## config.mk

```make
export PLATFORM = sky130hd
export DESIGN_NAME = rf_wb_arbiter
export DESIGN_NICKNAME = d
export VERILOG_FILES = /design/src/rtl/rf_wb_arbiter.sv
export SDC_FILE = /design/constraint.sdc
export NUM_CORES = 1
export LEC_CHECK = 0
export ABC_AREA = 1
export CAP_MARGIN = 5
export CORE_ASPECT_RATIO = 1.75
export CORE_MARGIN = 3
export CORE_UTILIZATION = 35
export CTS_CLUSTER_DIAMETER = 50
export CTS_CLUSTER_SIZE = 10
export DETAILED_ROUTE_END_ITERATION = 10
export GPL_TIMING_DRIVEN = 0
export PLACE_DENSITY = 0.71
export SYNTH_ARGS = -nofsm -noshare
export SYNTH_HDL_FRONTEND = slang
export SYNTH_SLANG_ARGS = --single-unit
```

## constraint.sdc

```tcl
create_clock -name clk -period 2.5 [get_ports clk]
set_input_delay 0.375 -clock clk [delete_from_list [all_inputs] [get_ports clk]]
set_output_delay 0.375 -clock clk [all_outputs]
set_load 0.05 [all_outputs]
```

## src/rtl/rf_wb_arbiter.sv

```systemverilog
// rf_wb_arbiter: two-requester round-robin write-back arbiter driving a single
// register-file write port, with a per-register pending-write scoreboard.
// Register 0 is hard-wired: writes to it are accepted but never issued, and
// it is never marked pending.
module rf_wb_arbiter #(
    parameter int DW = 32,
    parameter int AW = 5
) (
    input  logic              clk,
    input  logic              rst,
    input  logic              s0_valid,
    input  logic [AW-1:0]     s0_addr,
    input  logic [DW-1:0]     s0_data,
    output logic              s0_ready,
    input  logic              s1_valid,
    input  logic [AW-1:0]     s1_addr,
    input  logic [DW-1:0]     s1_data,
    output logic              s1_ready,
    output logic              we3,
    output logic [AW-1:0]     wa3,
    output logic [DW-1:0]     wd3,
    input  logic              busy_set,
    input  logic [AW-1:0]     busy_set_addr,
    output logic [2**AW-1:0]  busy
);

    // Priority pointer: 0 favours s0, 1 favours s1.
    logic              ptr_r;
    logic              grant0_s;
    logic              grant1_s;
    logic              hs_s;
    logic [AW-1:0]     hs_addr_s;
    logic [DW-1:0]     hs_data_s;
    logic              wr_s;
    logic [2**AW-1:0]  busy_next_s;

    // Arbitration: a lone requester always wins; under contention the pointer decides.
    always_comb begin
        grant0_s = 1'b0;
        grant1_s = 1'b0;
        if (rst) begin
            grant0_s = 1'b0;
            grant1_s = 1'b0;
        end else if (s0_valid && (!s1_valid || !ptr_r)) begin
            grant0_s = 1'b1;
        end else if (s1_valid) begin
            grant1_s = 1'b1;
        end else begin
            grant0_s = 1'b0;
            grant1_s = 1'b0;
        end
    end

    assign s0_ready = grant0_s;
    assign s1_ready = grant1_s;

    // Select the winning request and decide whether it produces a real write.
    always_comb begin
        hs_s      = grant0_s | grant1_s;
        hs_addr_s = {AW{1'b0}};
        hs_data_s = {DW{1'b0}};
        if (grant1_s) begin
            hs_addr_s = s1_addr;
            hs_data_s = s1_data;
        end else begin
            hs_addr_s = s0_addr;
            hs_data_s = s0_data;
        end
        wr_s = hs_s && (hs_addr_s != {AW{1'b0}});
    end

    // Scoreboard update: clear on write-back, then set, so a same-edge set wins.
    always_comb begin
        busy_next_s = busy;
        if (wr_s) begin
            busy_next_s[hs_addr_s] = 1'b0;
        end else begin
            busy_next_s = busy_next_s;
        end
        if (busy_set && (busy_set_addr != {AW{1'b0}})) begin
            busy_next_s[busy_set_addr] = 1'b1;
        end else begin
            busy_next_s = busy_next_s;
        end
        busy_next_s[0] = 1'b0;
    end

    // Registered write port, pointer and scoreboard state.
    always_ff @(posedge clk or posedge rst) begin
        if (rst) begin
            we3   <= 1'b0;
            wa3   <= {AW{1'b0}};
            wd3   <= {DW{1'b0}};
            ptr_r <= 1'b0;
            busy  <= {(2**AW){1'b0}};
        end else begin
            we3  <= wr_s;
            busy <= busy_next_s;
            if (wr_s) begin
                wa3 <= hs_addr_s;
                wd3 <= hs_data_s;
            end
            // After a grant, favour the requester that did not win.
            if (hs_s) begin
                ptr_r <= grant0_s;
            end
        end
    end

endmodule

```

# == Yosys cells after proc, flatten, opt, wreduce, memory -nomap -nowiden ==
# Index checks and enable logic that the tools add are counted.
# classes
addsub,0
multipliers,0
n_div,0
n_lt_le_gt_ge,4
eq_ne,0
shifts,0
n_mux,13
n_bitwise,4
n_reduce_logical,10
# op_table
cell,n
$mux 32,3
$and 32x32->32,1
$not 32->32,1
$or 32x32->32,1
$lt 5x6->1 const B,2
$demux 1 s5,2
$ge 5x1->1 const B,2
$reduce_bool 5->1,2
$mux 1,7
$logic_and 1x1->1,5
$mux 5,1
$logic_not 1->1,2
$logic_or 1x1->1,1
$or 1x1->1,1
# totals
register_bits,70
latchBits,0
ramBits,0
romBits,0
input_bits,84
out_inout_bits,72
word_cells,36
n_memories,0

# == Depth between registers and ports, before layout ==
# Gate-level depths: netlist of the first run.
# logic_depth
depth_word,15
mapped_depth,14
ltp_nobuf,12

# == Least setup slack after synthesis of the first run ==
# Ideal clock, no wire load.
# synth_timing
path_kind,input to register
from,input port rst
to,register busy[10]
setup_time_ns,0.119
arrival_ns,2.968
required_time_ns,2.381
path_slack_ns,-0.587
path_stages,8
n_path_buf,2
path_cell_list,inv_1 nand2_1 nand2_1 buf_2 buf_1 nand3_1 nand2_1 nand2_1
# synth_between
elab_chain_len,11
elab_cells_between_ends,16
cone_classes,2 x order compare; 7 x mux; 4 x bitwise; 3 x reduce/logical
# synth_lines
item,line,rtl
"start, declared",10,"input logic rst,"
$mux 1,41,if (rst) begin
$mux 5,62,if (grant1_s) begin
$lt 5x6->1 (implied by the code) or $ge 5x1->1 (tied branches),76,busy_next_s[hs_addr_s] = 1'b0;
$logic_and 1x1->1 (implied by the code),76,
$mux 1 (implied by the code),76,
$demux 1 s5,76,
$not 32->32 (no source line),--,
$and 32x32->32 (no source line),--,
$mux 32 *,75,if (wr_s) begin
$or 32x32->32 (no source line),--,
$mux 32 *,80,if (busy_set && (busy_set_addr != {AW{1'b0}})) begin
named net busy_next_s[10],35,logic [2**AW-1:0] busy_next_s;
"end signal, assigned",95,busy <= {(2**AW){1'b0}};
"end signal, assigned",98,busy <= busy_next_s;
"end, declared",24,output logic [2**AW-1:0] busy
# Mark *: on every way through the listed nets, which the timed path passes. The rest lies on a longest branch.
# A chain may end at the register's enable or synchronous reset.

# == Final worst setup path of the first run ==
# layout_timing
from,input port s1_valid
to,output port s0_ready
# layout_between
elab_chain_len,5
# layout_lines
item,line,rtl
"start, declared",15,"input logic s1_valid,"
$logic_not 1->1,44,end else if (s0_valid && (!s1_valid || !ptr_r)) begin
$logic_or 1x1->1,44,
$logic_and 1x1->1,44,
$mux 1,44,
$mux 1,41,
"end, declared",14,"output logic s0_ready,"
# No other way between the ends.

==> key figures, run 1 <==
Yosys
  – Synth Instances: about 440
  – Synth Cell Area: ~0.0036 mm²
  – Most frequent cells after synthesis: nand2_1 (157), dfrtp_1 (70), nand3_1 (42)
  – Synth top area cells: dfrtp_1 (49%), nand2_1 (16%), mux2i_1 (8.9%), nand3_1 (5.8%), o21ai_1 (4.3%)
  – Average size of a mapped cell: 8.19 µm²
  – Synth warnings: 0
  – Syn nets: 523
  – Synth async-reset ratio: 100%
  – Top FF cell, synth: dfrtp_1
  – FF+latch count, synth: 70
  – Number of synthesized flops with an enable pin: 0
  – Cell with the most instances after synthesis: nand2_1
  – Synth cell types: 22
  – Synth area leader: dfrtp_1
  – Seq/Total Area, Yosys: 48.7%
  – Post-synth top area share: 48.7%

CTS
  – CTS tree: done
  – Clock root cell: clkbuf_16
  – Cts bufs inserted: 9
  – Worst-Skew Late Latency: 0.33 ns
  – Clock sink count: 70
  – Clock tree buffer depth: 2
  – Clk slew on worst S/H paths: 0.06 ns
  – Cts hold-fix bufs: 0
  – H-tree Lvls: 3

Timing
  – Slew Limit Headroom: 29.1%
  – Fin worst setup slack: between 0.07 and 0.08 ns
  – RSZ-0062 raised after global routing: false
  – Fin. max-slew vios: 0
  – Final min period: 2.43 ns
  – Period utilization: between 90% and 100%
  – Worst-Margin Slew: 1.06 ns
  – Hold Vio Cnt, Final: 0
  – Setup violations, final: 0
  – Worst clock skew: 0.00447 ns
  – Peak Freq: just over 400 MHz

Place
  – Placed cell count: 719
  – GP Congestion: 0.847
  – Setup WS pre-CTS: -0.747 ns
  – Port bufs: between 150 and 200
  – DP HPWL: 9.47 mm

Floorplanning
  – Die area: 0.0116 mm²
  – Site Rows: between 40 and 50
  – Core area: 0.00997 mm²
  – Initial Utilization: approximately 36%
  – Die W: 82.6 µm
  – I/O pin total: 156
  – Die height: 140 µm

Critical path
  – Worst EP arrival: 2.05 ns
  – CP Class: input pin to output pin
  – CP required: 2.12 ns
  – Worst path bufs/invs: 4
  – R2r startpoint: ptr_r$_DFFE_PP0P_
  – Crit path launch type: input pin
  – Worst Setup SP: s1_valid
  – Critical Path End Type: output pin
  – CP max stage cell: clkdlybuf4s50_1
  – CP top delay family: buffers and inverters
  – CP Max Fanout: 9
  – Max stage delay on crit path: 0.79 ns
  – Cell chain of the critical path: clkdlybuf4s50_1 > nand2_1 > nand2_4 > inv_1 > nand2_1 > inv_1 > clkdlybuf4s50_1

Drt
  – DR pass1 iterations: 4
  – Detailed Route WL: ~12 mm
  – Detail Route Antenna Nets: 0
  – 1st-iter DRT viols: between 200 and 250
  – Via count: 3630
  – Drt via density: slightly below 5
  – Post-route DRC: 0
  – WL per Instance: 16.3 µm

GRT
  – GR Util All Layers: 21.2%
  – Total grt overflow: 0
  – Initial antenna violation count: 0
  – Vias in the first global route: 3758
  – Largest net degree at the start of global routing: 42
  – First-pass GRT wire length: 18.6 mm

Final layout
  – Final Non-Filler Cells: 737
  – Layout cells sized above 1: 8.17%
  – Final net count: 691
  – Diode count: 0
  – Area grow syn2layout: 57.7%

Run
  – Max Cap Viol: 0

Power and ir drop
  – VDD IR-drop max: 0.467 mV
  – Leakage power figure: roughly 2.8 nW
  – Pwr Density: a little over 900 mW/mm²

Worst hold path
  – HP Class: input pin to async pin

Run status
  – Status: finished, final reports clean
-- worst reg2reg max path, delay by kind of cell, from the launching register on --
kind          cells  cell delay [ns]
simple gates      7             0.81
buf+inv           3             0.69
flops             1             0.38
-- per-stage QoR --
step / power (mW) / hold WS (ns) / setup TNS (ns) / util [%] / instance area [µm²]
floorplan: 2.94 / 0.442 / 0 / - / 3600
global placement: 3.78 / 0.457 / -88.51 / 53.1 / 5300
detailed placement: 3.81 / 0.462 / -30.28 / 53.3 / 5320
CTS: 5.27 / 0.452 / 0 / 56.8 / 5670
global route: 5.46 / 0.492 / 0 / 56.8 / 5670
finish: 5.23 / 0.451 / 0 / 56.8 / 5670
-- metal layers --
metal | share of wire (%) | routed length (µm) | track usage, %
met1 | 34 | 4140 | 20.7
met2 | 53 | 6340 | 38.7
met3 | 11 | 1280 | 6.37
met4 | 2.3 | 278 | 10.4
met5 | 0 | 0 | 0
-- report_power, final --
group | switching, mW | total [mW] | internal, mW
Sequential | 0.157 | 1.56 | 1.41
Combinational | 1.47 | 2.22 | 0.750
Clock | 0.478 | 1.45 | 0.968
-- worst paths after layout --
path                       cells after the start                   to  slack, ns
min reg2reg                                    2   busy[28]$_DFF_PP0_       0.47
max in group asynchronous                      4  wd3[25]$_DFFE_PP0N_       1.56
min in group clk                               2   busy[28]$_DFF_PP0_       0.47
max reg2reg                                   10   busy[11]$_DFF_PP0_       0.52
min                                            3   busy[25]$_DFF_PP0_       0.45
max                                            7             s0_ready       0.07
-- what timing repair did --
item	CTS	global route
resized for setup	4	0
setup buffers	1	0
endpoints found under the setup margin	61	0
-- cells in the final DEF (no fill, tap or decap), types with 7 or more instances in the layout --
cell type          n
buf_2              8
buf_6              7
clkbuf_16          9
clkdlybuf4s50_1  152
dfrtp_1           70
inv_1             23
mux2i_1           32
nand2_1          157
nand3_1           42
nor2_1            31
nor3_1             7
o21ai_0            8
o21ai_1           31
-- cells by family (layout without fill, tap and decap cells) --
| logic type | after synthesis | count (layout) | synth area share, % |
|---|---|---|---|
| flops | 70 | 70 | 48.7 |
| mux | 32 | 32 | 8.91 |
| compound gates | 40 | 40 | 5.68 |
| buf+inv | 45 | 218 | 6.55 |
| other cells | 1 | 1 | 0.104 |
| simple gates | 251 | 251 | 30.0 |
-- registers in the layout (all words and copies together) (netlist names) --
signal / cells
ptr_r: 1
busy: 31
we3: 1
wa3: 5
wd3: 32
-- final cells by class --
type	count	area (µm²)
well taps	125	156
plain buffers	18	134
flip-flops and latches	70	1750
repair inverters	1	5.00
multi-input cells	324	1610
fillers	931	4300
clock buffers	9	225
clock inverters	7	113
repair buffers	156	1570
inverters	27	105
(Power assumes the default switching activity.)
==> inputs of run 2 (changes only) <==
--- a/config.mk
+++ b/config.mk
@@ -6,7 +6,7 @@
 export NUM_CORES = 1
 export LEC_CHECK = 0
 export ABC_AREA = 1
-export CAP_MARGIN = 5
+export CAP_MARGIN = 40
 export CORE_ASPECT_RATIO = 1.75
 export CORE_MARGIN = 3
 export CORE_UTILIZATION = 35
@@ -15,6 +15,7 @@
 export DETAILED_ROUTE_END_ITERATION = 10
 export GPL_TIMING_DRIVEN = 0
 export PLACE_DENSITY = 0.71
+export SKIP_CTS_REPAIR_TIMING = 1
 export SYNTH_ARGS = -nofsm -noshare
 export SYNTH_HDL_FRONTEND = slang
 export SYNTH_SLANG_ARGS = --single-unit
==> run 2 against run 1 <==
- sequential share of layout area grew 0.24 points
- critical path depth is the same
- design area shrank 0.77%
- final cell count grew 0.41%
==> key figures, run 2 (synthesis gave the netlist of run 1 again) <==
Floorplanning
  – Initial Utilization: 36.0%
  – Die height: 140 µm
  – Core area: approximately 0.01 mm²
  – Die area: 0.0116 mm²
  – Die W: about 83 µm
  – I/O pin total: between 150 and 200
  – Site Rows: 48

Run status
  – Status: finished, final reports clean

Timing
  – Final min period: ~2.4 ns
  – Setup violations, final: 0
  – Period utilization: 96.3%
  – Fin. max-slew vios: 0
  – Slew Limit Headroom: 40.4%
  – WHS: ~0.27 ns
  – Hold Vio Cnt, Final: 0
  – Worst-Margin Slew: ~0.9 ns
  – Peak Freq: 415 MHz
  – Final setup TNS: 0 ns
  – RSZ-0062 raised after global routing: false
  – Worst clock skew: roughly 0.005 ns

Power and ir drop
  – Sequential share of power: roughly a third
  – Pwr Density: 881 mW/mm²
  – Leakage power figure: 2.76 nW
  – Sw Share: 42.4%
  – Net switching power: roughly 2.1 mW
  – Clock power frac: a little under a quarter
  – Int Pwr: 2.85 mW
  – Combinational power share: between 40% and 50%
  – VDD IR-drop max: 0.457 mV

Critical path
  – RR Endpoint: busy[11]$_DFF_PP0_
  – CP Class: input pin to output pin
  – Critical Path End Type: output pin
  – FF-to-FF setup slack: 0.54 ns
  – R2r startpoint: ptr_r$_DFFE_PP0P_
  – CP required: 2.12 ns
  – Crit path launch type: input pin
  – Worst EP arrival: 2.03 ns
  – CP Max Fanout: 9
  – R2R cell count: 10

Drt
  – Detail Route Antenna Nets: 0
  – DR pass1 iterations: 4
  – 1st-iter DRT viols: around 180
  – WL per Instance: between 15 and 20 µm
  – Via count: around 3600
  – Post-route DRC: 0
  – Detailed Route WL: 11.9 mm
  – Drt via density: 4.91

GRT
  – First-pass GRT wire length: ~18 mm
  – Total grt overflow: 0
  – GR Util All Layers: 20.4%
  – Vias in the first global route: 3630
  – Largest net degree at the start of global routing: 39
  – Initial antenna violation count: 0

Final layout
  – Final core occ: ~56%
  – Commonest non-fill, non-tap cells in the layout: nand2_1 (157), clkdlybuf4s50_1 (152), dfrtp_1 (70)
  – Area grow syn2layout: 56.4%
  – Layout cells sized above 1: around 8.1%
  – Top Registers: wd3 (32), busy (31), wa3 (5)
  – Diode count: 0
  – Most common cell after layout, fill and taps aside: nand2_1
  – Top reg by flops: wd3
  – Final Non-Filler Cells: 740
  – Max reg flops: 32
  – Final net count: roughly 690

Place
  – DP HPWL: between 9 and 10 mm
  – GP Congestion: about 0.85
  – Port bufs: 154
  – Placed cell count: 720

Run
  – Max Cap Viol: 0

CTS
  – H-tree Lvls: 3
  – Clock tree buffer depth: 2
  – Clock root cell: clkbuf_16
  – CTS tree: done
  – Clk slew on worst S/H paths: ~0.06 ns
  – Worst-Skew Late Latency: 0.34 ns
  – Cts bufs inserted: 9
  – Clock sink count: 70

Worst hold path
  – HP Class: input pin to async pin
run 2: cell types whose count changed in the layout (fill, tap and decap cells not counted), sizes merged:
cell and delta:
bufinv -3, buf +3, dlygate4sd2 -1, dlymetal6s2s +2
clkbuf +3, clkdlybuf4s15 -1
run 2: cell type report:
type | instances | area [µm²]
fill | 922 | 4350
sequential | 70 | 1750
multi-input combinational | 324 | 1610
timing repair buffer | 159 | 1590
clock buffer | 12 | 246
tap | 125 | 156
buffer | 18 | 134
inverter | 27 | 105
clock inverter | 4 | 22.5
timing repair inverter | 1 | 5.00
run 2: worst max path at each step:
stage	startpoint	end	slack [ns]	cells past startpoint
finish	s1_valid	s0_ready	0.09	7
floorplan	rst	busy[22]$_DFF_PP0_	0.05	8
CTS	rst	s0_ready	-0.77	5
detailed placement	rst	s0_ready	-0.76	5
global placement	rst	s0_ready	-1.55	5
global route	s1_valid	s0_ready	0.005	7
run 2: worst max-delay path, stage by stage:
cell             delay [ns]
clkdlybuf4s50_1        0.44
nand2_1                0.12
nand2_4                0.10
inv_1                  0.06
nand2_1                0.08
inv_1                  0.06
clkdlybuf4s50_1        0.79
run 2: layer usage:
metal	part of all wire, %	GRT usage, %	vias up
met5	0	0	-
li1	-	-	1767
met2	50	36.2	163
met4	4.0	10.9	0
met1	35	20.1	1673
met3	11	6.69	29
run 2: power by group through the flow:
stage	Combinational (mW)	Clock [mW]	Sequential (mW)
6_report	2.23	1.16	1.56
3_5_place_dp	2.24	0	1.58
5_1_grt	2.35	1.23	1.59
3_3_place_gp	2.21	0	1.57
2_1_floorplan	0.427	0	2.51
4_1_cts	2.24	1.18	1.57
run 2: stage by stage:
step | setup slack, ns | instance area [µm²] | total power, mW
after floorplan | 0.0458 | 3600 | 2.94
after global placement | -1.55 | 5300 | 3.78
after detailed placement | -0.759 | 5320 | 3.82
after CTS | -0.768 | 5590 | 4.98
after global routing | 0.00473 | 5620 | 5.17
final | 0.0919 | 5620 | 4.95
